$ cat src/rtl/cpu_loader_pkg.sv
// Shared types, widths and helpers for the CPU memory loader.
package cpu_loader_pkg;

  localparam int unsigned IMEM_WORDS_DEF = 128;
  localparam int unsigned DMEM_WORDS_DEF = 128;
  localparam int unsigned CNT_W_DEF      = 16;
  localparam int unsigned IDX_W          = 8;
  localparam int unsigned ADDR_W         = 64;
  localparam int unsigned IWORD_W        = 32;
  localparam int unsigned DWORD_W        = 64;
  localparam int unsigned IMEM_STRIDE    = 4;
  localparam int unsigned DMEM_STRIDE    = 8;
  localparam int unsigned IMEM_SHIFT     = $clog2(IMEM_STRIDE);
  localparam int unsigned DMEM_SHIFT     = $clog2(DMEM_STRIDE);

  typedef enum logic [2:0] {
    S_IDLE,
    S_LOAD_I,
    S_LOAD_DLO,
    S_LOAD_DHI,
    S_RUN,
    S_DUMP_RD,
    S_DUMP_OUT,
    S_FIN
  } state_t;

  // Limit a requested word count to the memory depth.
  function automatic logic [IDX_W-1:0] clamp_cnt(input logic [IDX_W-1:0] n,
                                                 input int unsigned max_words);
    if (32'(n) > max_words) return IDX_W'(max_words);
    return n;
  endfunction

  // First non-empty phase among dmem preload, run and dump; FIN if all are empty.
  function automatic state_t next_phase(input logic has_dload, input logic has_run,
                                        input logic has_dump);
    if (has_dload) return S_LOAD_DLO;
    if (has_run)   return S_RUN;
    if (has_dump)  return S_DUMP_RD;
    return S_FIN;
  endfunction

endpackage

$ cat src/rtl/reg_arstn_en.sv
// Enabled register with asynchronous active-low clear.
module reg_arstn_en #(
  parameter int unsigned W = 8
) (
  input  logic         clk,
  input  logic         arst_n,
  input  logic         i_en,
  input  logic [W-1:0] i_d,
  output logic [W-1:0] o_q
);

  // Capture i_d when enabled, otherwise hold.
  always_ff @(posedge clk or negedge arst_n) begin
    if (!arst_n)   o_q <= '0;
    else if (i_en) o_q <= i_d;
  end

endmodule

$ cat src/rtl/cpu_mem_loader.sv
// Host-side loader: streams imem/dmem contents in, runs the CPU for a set
// number of cycles, then streams a block of dmem back out.
module cpu_mem_loader
  import cpu_loader_pkg::*;
#(
  parameter int unsigned IMEM_WORDS = IMEM_WORDS_DEF,
  parameter int unsigned DMEM_WORDS = DMEM_WORDS_DEF,
  parameter int unsigned CNT_W      = CNT_W_DEF
) (
  input  logic               clk,
  input  logic               arst_n,
  input  logic               start,
  input  logic [IDX_W-1:0]   n_imem,
  input  logic [IDX_W-1:0]   n_dload,
  input  logic [IDX_W-1:0]   n_dump,
  input  logic [CNT_W-1:0]   run_cycles,
  output logic               busy,
  output logic               done,
  input  logic               s_valid,
  input  logic [IWORD_W-1:0] s_data,
  output logic               s_ready,
  output logic               m_valid,
  output logic [DWORD_W-1:0] m_data,
  input  logic               m_ready,
  output logic               enable,
  output logic [ADDR_W-1:0]  addr_ext,
  output logic               wen_ext,
  output logic               ren_ext,
  output logic [IWORD_W-1:0] wdata_ext,
  output logic [ADDR_W-1:0]  addr_ext_2,
  output logic               wen_ext_2,
  output logic               ren_ext_2,
  output logic [DWORD_W-1:0] wdata_ext_2,
  input  logic [DWORD_W-1:0] rdata_ext_2
);

  state_t               r_state, w_nxt_state;
  logic [IDX_W-1:0]     r_idx, w_nxt_idx;
  logic [IDX_W-1:0]     r_n_imem, r_n_dload, r_n_dump;
  logic [IDX_W-1:0]     w_ni_in, w_nd_in, w_nm_in;
  logic [CNT_W-1:0]     r_run_cycles, r_run_cnt, w_nxt_run_cnt;
  logic [IWORD_W-1:0]   r_lo, w_nxt_lo;
  logic                 w_latch, w_s_xfer, w_cap;
  logic                 r_busy, r_done, r_s_ready, r_m_valid, r_enable;
  logic                 r_wen, r_wen2, r_ren2;
  logic [ADDR_W-1:0]    r_addr, r_addr2;
  logic [IWORD_W-1:0]   r_wdata;
  logic [DWORD_W-1:0]   r_wdata2;
  logic                 w_nxt_wen, w_nxt_wen2, w_nxt_ren2, w_nxt_m_valid, w_nxt_enable;
  logic [ADDR_W-1:0]    w_nxt_addr, w_nxt_addr2;
  logic [IWORD_W-1:0]   w_nxt_wdata;
  logic [DWORD_W-1:0]   w_nxt_wdata2;

  assign w_ni_in  = clamp_cnt(n_imem, IMEM_WORDS);
  assign w_nd_in  = clamp_cnt(n_dload, DMEM_WORDS);
  assign w_nm_in  = clamp_cnt(n_dump, DMEM_WORDS);
  assign w_s_xfer = s_valid & r_s_ready;

  // State register.
  always_ff @(posedge clk or negedge arst_n) begin
    if (!arst_n) r_state <= S_IDLE;
    else         r_state <= w_nxt_state;
  end

  // Next state, counters and next values of every registered strobe.
  always_comb begin
    w_nxt_state   = r_state;
    w_nxt_idx     = r_idx;
    w_nxt_run_cnt = r_run_cnt;
    w_nxt_lo      = r_lo;
    w_latch       = 1'b0;
    w_cap         = 1'b0;
    w_nxt_wen     = 1'b0;
    w_nxt_addr    = '0;
    w_nxt_wdata   = '0;
    w_nxt_wen2    = 1'b0;
    w_nxt_ren2    = 1'b0;
    w_nxt_addr2   = '0;
    w_nxt_wdata2  = '0;
    w_nxt_m_valid = 1'b0;
    w_nxt_enable  = 1'b0;
    case (r_state)
      S_IDLE: begin
        if (start) begin
          w_latch       = 1'b1;
          w_nxt_idx     = '0;
          w_nxt_run_cnt = '0;
          w_nxt_state   = (w_ni_in != '0) ? S_LOAD_I :
                          next_phase(w_nd_in != '0, run_cycles != '0, w_nm_in != '0);
        end
      end
      S_LOAD_I: begin
        if (w_s_xfer) begin
          w_nxt_wen   = 1'b1;
          w_nxt_addr  = ADDR_W'(r_idx) << IMEM_SHIFT;
          w_nxt_wdata = s_data;
          if (r_idx == r_n_imem - IDX_W'(1)) begin
            w_nxt_idx   = '0;
            w_nxt_state = next_phase(r_n_dload != '0, r_run_cycles != '0, r_n_dump != '0);
          end else begin
            w_nxt_idx = r_idx + IDX_W'(1);
          end
        end
      end
      S_LOAD_DLO: begin
        if (w_s_xfer) begin
          w_nxt_lo    = s_data;
          w_nxt_state = S_LOAD_DHI;
        end
      end
      S_LOAD_DHI: begin
        if (w_s_xfer) begin
          w_nxt_wen2   = 1'b1;
          w_nxt_addr2  = ADDR_W'(r_idx) << DMEM_SHIFT;
          w_nxt_wdata2 = {s_data, r_lo};
          if (r_idx == r_n_dload - IDX_W'(1)) begin
            w_nxt_idx   = '0;
            w_nxt_state = next_phase(1'b0, r_run_cycles != '0, r_n_dump != '0);
          end else begin
            w_nxt_idx   = r_idx + IDX_W'(1);
            w_nxt_state = S_LOAD_DLO;
          end
        end
      end
      // First RUN cycle lets a trailing write pulse drain before enable rises.
      S_RUN: begin
        if (r_run_cnt == r_run_cycles) begin
          w_nxt_idx   = '0;
          w_nxt_state = next_phase(1'b0, 1'b0, r_n_dump != '0);
        end else begin
          w_nxt_enable  = 1'b1;
          w_nxt_run_cnt = r_run_cnt + CNT_W'(1);
        end
      end
      // One idle cycle keeps the read off the final preload write, then one read strobe.
      S_DUMP_RD: begin
        if (r_ren2) begin
          w_nxt_state = S_DUMP_OUT;
        end else begin
          w_nxt_ren2  = 1'b1;
          w_nxt_addr2 = ADDR_W'(r_idx) << DMEM_SHIFT;
        end
      end
      S_DUMP_OUT: begin
        if (!r_m_valid) begin
          w_cap         = 1'b1;
          w_nxt_m_valid = 1'b1;
        end else if (m_ready) begin
          if (r_idx == r_n_dump - IDX_W'(1)) begin
            w_nxt_state = S_FIN;
          end else begin
            w_nxt_idx   = r_idx + IDX_W'(1);
            w_nxt_state = S_DUMP_RD;
          end
        end else begin
          w_nxt_m_valid = 1'b1;
        end
      end
      S_FIN:   w_nxt_state = S_IDLE;
      default: w_nxt_state = S_IDLE;
    endcase
  end

  // Session parameters, counters and registered outputs.
  always_ff @(posedge clk or negedge arst_n) begin
    if (!arst_n) begin
      r_n_imem     <= '0;
      r_n_dload    <= '0;
      r_n_dump     <= '0;
      r_run_cycles <= '0;
      r_idx        <= '0;
      r_run_cnt    <= '0;
      r_lo         <= '0;
      r_busy       <= 1'b0;
      r_done       <= 1'b0;
      r_s_ready    <= 1'b0;
      r_m_valid    <= 1'b0;
      r_enable     <= 1'b0;
      r_wen        <= 1'b0;
      r_addr       <= '0;
      r_wdata      <= '0;
      r_wen2       <= 1'b0;
      r_ren2       <= 1'b0;
      r_addr2      <= '0;
      r_wdata2     <= '0;
    end else begin
      if (w_latch) begin
        r_n_imem     <= w_ni_in;
        r_n_dload    <= w_nd_in;
        r_n_dump     <= w_nm_in;
        r_run_cycles <= run_cycles;
      end
      r_idx     <= w_nxt_idx;
      r_run_cnt <= w_nxt_run_cnt;
      r_lo      <= w_nxt_lo;
      r_busy    <= (w_nxt_state != S_IDLE);
      r_done    <= (w_nxt_state == S_FIN);
      r_s_ready <= (w_nxt_state == S_LOAD_I) || (w_nxt_state == S_LOAD_DLO) ||
                   (w_nxt_state == S_LOAD_DHI);
      r_m_valid <= w_nxt_m_valid;
      r_enable  <= w_nxt_enable;
      r_wen     <= w_nxt_wen;
      r_addr    <= w_nxt_addr;
      r_wdata   <= w_nxt_wdata;
      r_wen2    <= w_nxt_wen2;
      r_ren2    <= w_nxt_ren2;
      r_addr2   <= w_nxt_addr2;
      r_wdata2  <= w_nxt_wdata2;
    end
  end

  // Dump word holds from capture until the next capture.
  reg_arstn_en #(.W(DWORD_W)) u_m_data (
    .clk    (clk),
    .arst_n (arst_n),
    .i_en   (w_cap),
    .i_d    (rdata_ext_2),
    .o_q    (m_data)
  );

  assign busy        = r_busy;
  assign done        = r_done;
  assign s_ready     = r_s_ready;
  assign m_valid     = r_m_valid;
  assign enable      = r_enable;
  assign addr_ext    = r_addr;
  assign wen_ext     = r_wen;
  assign ren_ext     = 1'b0;
  assign wdata_ext   = r_wdata;
  assign addr_ext_2  = r_addr2;
  assign wen_ext_2   = r_wen2;
  assign ren_ext_2   = r_ren2;
  assign wdata_ext_2 = r_wdata2;

endmodule

$ cat config.mk
export PLATFORM = sky130hd
export DESIGN_NAME = cpu_mem_loader
export DESIGN_NICKNAME = d
export VERILOG_FILES = /design/src/rtl/cpu_loader_pkg.sv /design/src/rtl/reg_arstn_en.sv /design/src/rtl/cpu_mem_loader.sv
export SDC_FILE = /design/constraint.sdc
export NUM_CORES = 1
export LEC_CHECK = 0
export CAP_MARGIN = 15
export CORE_ASPECT_RATIO = 1.75
export CORE_MARGIN = 5
export CORE_UTILIZATION = 30
export CTS_BUF_LIST = sky130_fd_sc_hd__clkbuf_16
export DETAILED_ROUTE_END_ITERATION = 10
export PLACE_DENSITY = 0.55
export SKIP_CTS_REPAIR_TIMING = 1
export SLEW_MARGIN = 10
export SYNTH_ARGS = -nofsm -noshare
export SYNTH_HDL_FRONTEND = slang
export SYNTH_SLANG_ARGS = --single-unit
$ cat constraint.sdc
create_clock -name clk -period 4.2 [get_ports clk]
set_clock_uncertainty 0.05 [all_clocks]
set_input_delay 0.84 -clock clk [delete_from_list [all_inputs] [get_ports clk]]
set_output_delay 0.84 -clock clk [all_outputs]
set_load 0.02 [all_outputs]
==> summary.txt, run 1 <==
Status
  – Outcome: completed

Synthesis
  – Count leader, synth: dfrtp_1
  – Ys flop type: dfrtp_1
  – Ranking of synthesized cells by area: dfrtp_1 57%, mux2_2 8.8%, buf_4 6.8%
  – Post-Syn Instances: 1070
  – Post-synth EDFFs: 0
  – Synth top area share: 57.1%
  – Synth cell types: 60
  – Yosys Warn Count: 0
  – Sequential-to-total area share from yosys stat: 57.1%
  – Number of synthesized register bits: 283
  – Area of the mapped netlist: 0.0124 mm²
  – Synth async-reset ratio: 100%
  – Post-synth top cells: 283 x dfrtp_1, 116 x nand2_1, 115 x and2_1
  – Synthesized area per cell: 11.6 µm²
  – Area leader, netlist: dfrtp_1

Floorplan
  – Rows: 98
  – Die W: 164 µm
  – Die ar.: 0.0457 mm²
  – Top Ports: 438
  – Die height: 279 µm
  – Initial Util: 30.3%
  – Core area: 0.0410 mm²

Drt
  – WL final: 34900 µm
  – DRC: 0
  – Router iterations before antenna repair: 4
  – Vias per cell: 4.36
  – 1st-iter DRT viols: 448
  – Post-DRT Antenna Nets: 0
  – WL per Instance: 17.7 µm
  – Total number of vias: 8599

Worst setup path
  – Arr. time, crit path: 3.34 ns
  – Worst R2R Start: r_n_dload[0]
  – Worst-path cell chain: or4_1 > a2111oi_1 > nor2_1 > a2111oi_2 > o2bb2ai_1 > o21ai_0 > o221ai_1
  – Max incr delay on CP: 0.57 ns
  – R2r endpoint: r_idx[7]
  – Crit path launch type: flop
  – Worst R2R Setup Slack: 1.23 ns
  – Crit end category: flop
  – R2R cell count: 7
  – Crit-path slowest cell: a2111oi_2
  – CP Class: flop to flop
  – Worst EP required: 4.57 ns
  – Max FO, Critical Path: 7

Timing
  – Final period util: 70.7%
  – RSZ-0062 raised after global routing: false
  – Max-slew headroom: 44.8%
  – Worst-Margin Slew: 0.828 ns
  – Hold Fails Final Rpt: 0
  – Hold_ws: 0.244 ns
  – Final Max Slew Viols: 0
  – Final min period: 2.97 ns
  – Setup TNS: 0 ns
  – Final Setup Violations: 0
  – Max Freq: 337 MHz

Place
  – DP HPWL: 26200 µm
  – Post-DP Area: 0.0159 mm²
  – IO buf count: 324
  – RePlAce Congestion: 0.775

Global routing
  – Vias in the first global route: 9159
  – Initial antenna violation count: 3
  – Pin count of the biggest net entering global routing: 91
  – First-pass GRT wire length: 52700 µm
  – Total track usage: 14.8%
  – Congestion Overflow GR: 0

Clocking
  – H-tree levels: 1
  – TritonCTS Buffers: 29
  – Worst-Skew Late Latency: 0.58 ns
  – Reg clk slew, reported paths: 0.06 ns
  – Sink Count: 283
  – CTS Buffer Depth: 3
  – Root Driver: clkbuf_16
  – CTS tree: built

Worst hold path
  – Worst min path class: input port to asynchronous set/reset pin

Power and ir drop
  – Leakage power: 7.63 nW
  – Pwr per Cell Area: 607 mW/mm²
  – Tot Pwr: 10.2 mW
  – VDD IR max: 0.290 mV

Layout
  – Nets: 1540
  – Syn-to-layout area delta: 35.8%
  – Fillers: 3975
  – Post-route cell area: 0.0168 mm²
  – Share of layout cells above drive strength 1: 12.2%

Run
  – Max-capacitance violation count: 0
## area by class of cell
cell class	instances	area [µm²]	area share (%)
clock buffers	29	726	4.31
diodes	3	7.51	0.0446
well taps	550	688	4.09
multi-input cells	727	4690	27.9
inverters	15	56.3	0.334
clock inverters	25	213	1.26
repair buffers	338	3380	20.1
flip-flops and latches	283	7080	42.0
## critical path, delay by kind of cell (launching register included)
| kind | cells | cell delay, ns |
|---|---|---|
| AOI/OAI and AO/OA | 5 | 1.70 |
| DFF | 1 | 0.42 |
| and+or+nand+nor | 2 | 0.64 |
## registers in the layout (all words and copies together) (netlist names), 3 cells and up
register,flops
r_n_imem,8
u_m_data.o_q,64
r_run_cnt,16
r_n_dload,8
r_run_cycles,16
r_state,3
wdata_ext_2,64
r_lo,32
addr_ext,8
r_idx,8
r_n_dump,8
addr_ext_2,8
wdata_ext,32
## power by group
group          internal (mW)  switching, mW  total [mW]
combinational           1.74           1.88        3.62
sequential              3.48          0.560        4.04
clock                   1.45           1.11        2.56
total                   6.67           3.55        10.2
## routing by layer
layer	share of wire, %	track usage, %	up-vias
met4	4.3	6.54	0
met5	0	0	-
li1	-	-	4041
met2	55	28.8	348
met1	34	14.9	4141
met3	6.7	2.69	69
## through the flow
stage / util (%) / std cells / setup slack, ns
after floorplan: - / 1182 / 1.70
after global placement: 38.8 / 1913 / 0.921
after detailed placement: 38.8 / 1913 / 0.907
after CTS: 41.1 / 1967 / 1.19
after global routing: 41.1 / 1969 / 0.916
final: 41.1 / 1970 / 1.23
## worst max-delay path by stage
stage	start	end	slack [ns]
final	r_n_dload[0]	r_idx[7]	1.23
after global routing	r_n_dload[0]	r_idx[7]	0.92
after CTS	r_n_dload[0]	r_idx[7]	1.19
after detailed placement	n_dload[0]	s_ready	0.91
after global placement	n_dload[0]	busy	0.92
after floorplan	r_n_dump[0]	r_idx[5]	1.70
## layout by cell type (no fill, tap or decap), types with 11 or more instances in the layout
cell | Yosys | routed
nand3_1 | 11 | 11
xnor2_1 | 37 | 37
clkbuf_16 | 0 | 29
nor4_1 | 25 | 25
buf_4 | 113 | 12
nand2_1 | 116 | 116
nand3b_1 | 24 | 24
clkdlybuf4s50_1 | 0 | 323
nand4_1 | 14 | 14
o21ai_0 | 23 | 23
xor2_1 | 20 | 20
dfrtp_1 | 283 | 283
conb_1 | 1 | 113
and2_1 | 115 | 115
nor2_1 | 37 | 35
mux2_2 | 97 | 97
inv_1 | 15 | 22
## logic make-up after synthesis
| group | after synthesis | share of synthesized area [%] |
|---|---|---|
| compound gates | 63 | 3.61 |
| mux | 99 | 8.97 |
| other cells | 1 | 0.0302 |
| buf+inv | 172 | 8.72 |
| xor+xnor | 57 | 4.02 |
| flops | 283 | 57.1 |
| fa+ha+maj | 5 | 0.504 |
| simple gates | 390 | 17.0 |
Note: power is estimated with default switching activity, not from simulation.
==> run 2, diff against run 1 <==
- clock period: 4.2 -> 3 ns (I/O delays scaled with it)
==> run 2 against run 1 <==
  * Worst setup slack worse by 1.1 ns
  * Critical endpoint is now r_idx[2]
  * Routed wire length grew 0.87%
  * The run now ends with negative hold slack left
  * Sequential cell count did not move
  * Combinational power is 42% higher
  * Critical path type unchanged
  * Final cell count is 0.81% higher
==> summary.txt, run 2 (same netlist as run 1, synthesis figures left out) <==
Global routing
  – Congestion Overflow GR: 0 (unchanged)
  – First-pass GRT wire length: 53400 µm (was 52700 µm)
  – Initial antenna violation count: 4 (was 3)
  – Total track usage: 15.0% (was 14.8%)
  – Vias in the first global route: 9317 (was 9159)
  – Pin count of the biggest net entering global routing: 74 (was 91)

Floorplan
  – Top Ports: 438 (unchanged)
  – Initial Util: 30.3% (unchanged)
  – Die W: 164 µm (unchanged)
  – Die ar.: 0.0457 mm² (unchanged)
  – Rows: 98 (unchanged)
  – Die height: 279 µm (unchanged)
  – Core area: 0.0410 mm² (unchanged)

Layout
  – Syn-to-layout area delta: 37.1% (was 35.8%)
  – Fillers: 3996 (was 3975)
  – Most frequent cells in the layout: 323 x clkdlybuf4s50_1, 283 x dfrtp_1, 116 x nand2_1, 115 x and2_1, 113 x conb_1 (unchanged)
  – Sequential cell area: 0.00708 mm² (unchanged)
  – Area of the multi-input gates: 0.00469 mm² (unchanged)
  – Post-route cell area: 0.0170 mm² (was 0.0168 mm²)
  – Nets: 1555 (was 1540)
  – Non-Filler Instances: 1986 (was 1970)
  – Share of layout cells above drive strength 1: 13.1% (was 12.2%)
  – Commonest non-fill, non-tap cell in the layout: clkdlybuf4s50_1 (unchanged)

Worst setup path
  – CP Class: flop to flop (unchanged)
  – Max FO, Critical Path: 7 (unchanged)
  – Worst EP required: 3.36 ns (was 4.57 ns)
  – Kind of cell adding the most delay to the critical path: compound AO/OA/AOI/OAI gates (unchanged)
  – R2R cell count: 7 (unchanged)
  – Arr. time, crit path: 3.21 ns (was 3.34 ns)
  – Crit end category: flop (unchanged)
  – Crit path launch type: flop (unchanged)
  – Max incr delay on CP: 0.55 ns (was 0.57 ns)
  – Critical path buffers and inverters: 0 (unchanged)
  – WP depth: 7 (unchanged)
  – Worst-path cell chain: or4_1 > a2111oi_1 > nor2_1 > a2111oi_2 > o2bb2ai_1 > nor2_2 > o311ai_0 (was or4_1 > a2111oi_1 > nor2_1 > a2111oi_2 > o2bb2ai_1 > o21ai_0 > o221ai_1)
  – Crit-path slowest cell: or4_1 (was a2111oi_2)

Timing
  – Setup WS post-layout: 0.148 ns (was 1.23 ns)
  – Hold_ws: -0.0315 ns (was 0.244 ns)
  – Hold Fails Final Rpt: 23 (was 0)
  – Max-slew headroom: 56.2% (was 44.8%)
  – Final Setup Violations: 0 (unchanged)
  – RSZ-0062 raised after global routing: false (unchanged)
  – Final Max Slew Viols: 0 (unchanged)
  – Setup TNS: 0 ns (unchanged)
  – Worst-Margin Slew: 0.657 ns (was 0.828 ns)
  – Max Freq: 351 MHz (was 337 MHz)
  – Final min period: 2.85 ns (was 2.97 ns)
  – Final period util: 95.1% (was 70.7%)

Clocking
  – Worst-Skew Late Latency: 0.56 ns (was 0.58 ns)
  – H-tree levels: 1 (unchanged)
  – Reg clk slew, reported paths: 0.07 ns (was 0.06 ns)
  – Root Driver: clkbuf_16 (unchanged)
  – CTS tree: built (unchanged)
  – TritonCTS Buffers: 28 (was 29)
  – Sink Count: 283 (unchanged)
  – CTS Buffer Depth: 3 (unchanged)

Drt
  – Router iterations before antenna repair: 4 (unchanged)
  – DRC: 0 (unchanged)
  – Total number of vias: 8697 (was 8599)
  – Vias per cell: 4.38 (was 4.36)
  – WL per Instance: 17.7 µm (about the same)
  – WL final: 35200 µm (was 34900 µm)
  – Post-DRT Antenna Nets: 0 (unchanged)
  – 1st-iter DRT viols: 358 (was 448)

Power and ir drop
  – Sw power: 4.96 mW (was 3.55 mW)
  – Internal Pwr Total: 9.35 mW (was 6.67 mW)
  – Flop pwr share: 39.6% (was 39.5%)
  – Combinational share of power: 36.0% (was 35.4%)
  – Switching Fraction: 34.7% (about the same)
  – Leakage power: 7.70 nW (was 7.63 nW)
  – Tot Pwr: 14.3 mW (was 10.2 mW)
  – VDD IR max: 0.371 mV (was 0.290 mV)
  – Clk network pwr share: 24.4% (was 25.1%)
  – Pwr per Cell Area: 842 mW/mm² (was 607 mW/mm²)

Place
  – Post-Place Cells: 1929 (was 1913)
  – RePlAce Congestion: 0.831 (was 0.775)
  – IO buf count: 324 (unchanged)
  – Post-DP Area: 0.0161 mm² (was 0.0159 mm²)
  – DP Worst Slack: 0.0881 ns (was 0.907 ns)
  – DP HPWL: 26500 µm (was 26200 µm)

Status
  – Failing checks: negative hold slack
  – Outcome: finished, violations left (was completed)

Run
  – Max-capacitance violation count: 0 (unchanged)

Worst hold path
  – Worst min path class: input port to asynchronous set/reset pin (unchanged)
## run 2: cell count changes in the layout (fill, tap and decap cells not counted), moves of 2 or more
cell      before  now
buf_12         2    8
clkinv_1       6    8
diode_2        3    5
buf_4         12   22
inv_1         22   19
## run 2: path summary, 6_finish.rpt
path	start	end	slack, ns
setup / recovery	r_n_dload[0]	r_idx[2]	0.15
hold / removal	arst_n	r_run_cycles[13]	-0.03
setup reg to reg	r_n_dload[0]	r_idx[2]	0.15
hold reg to reg	r_lo[20]	wdata_ext_2[20]	0.42
max in group asynchronous	arst_n	wdata_ext[12]	2.18
min in group clk	r_lo[20]	wdata_ext_2[20]	0.42
## run 2: layer usage
metal  part of all wire (%)  GRT usage (%)  vias up
met3                    6.9           2.73       77
met5                      0              0        -
met4                    5.3           7.71        0
met1                     34           15.0     4189
li1                       -              -     4061
met2                     54           28.8      370
## run 2: worst register-to-register path, cell delays in order (launching register included)
cell,delay [ns]
dfrtp_1,0.43
or4_1,0.55
a2111oi_1,0.35
nor2_1,0.10
a2111oi_2,0.47
o2bb2ai_1,0.28
nor2_2,0.29
o311ai_0,0.16
## run 2: final cells by class
cell class,instances,share of cell area [%]
antenna,5,0.0736
multi-input combinational,727,27.6
inverter,15,0.331
clock buffer,28,4.12
timing repair buffer,354,21.0
sequential,283,41.6
tap,550,4.05
clock inverter,24,1.20
## run 2: per-stage QoR
step                      utilization [%]  hold slack [ns]
after floorplan                         -            0.254
after global placement               39.3            0.408
after detailed placement             39.3            0.413
after CTS                            41.5          -0.0237
after global routing                 41.5           0.0123
final                                41.5          -0.0315
## run 2: power groups by stage
stage / registers (mW) / logic (mW) / clock network [mW]
2_1_floorplan: 6.13 / 2.65 / 0
6_report: 5.67 / 5.15 / 3.50
4_1_cts: 5.69 / 5.23 / 3.66
3_5_place_dp: 5.76 / 5.21 / 0
5_1_grt: 5.83 / 5.60 / 3.79
3_3_place_gp: 5.72 / 5.16 / 0
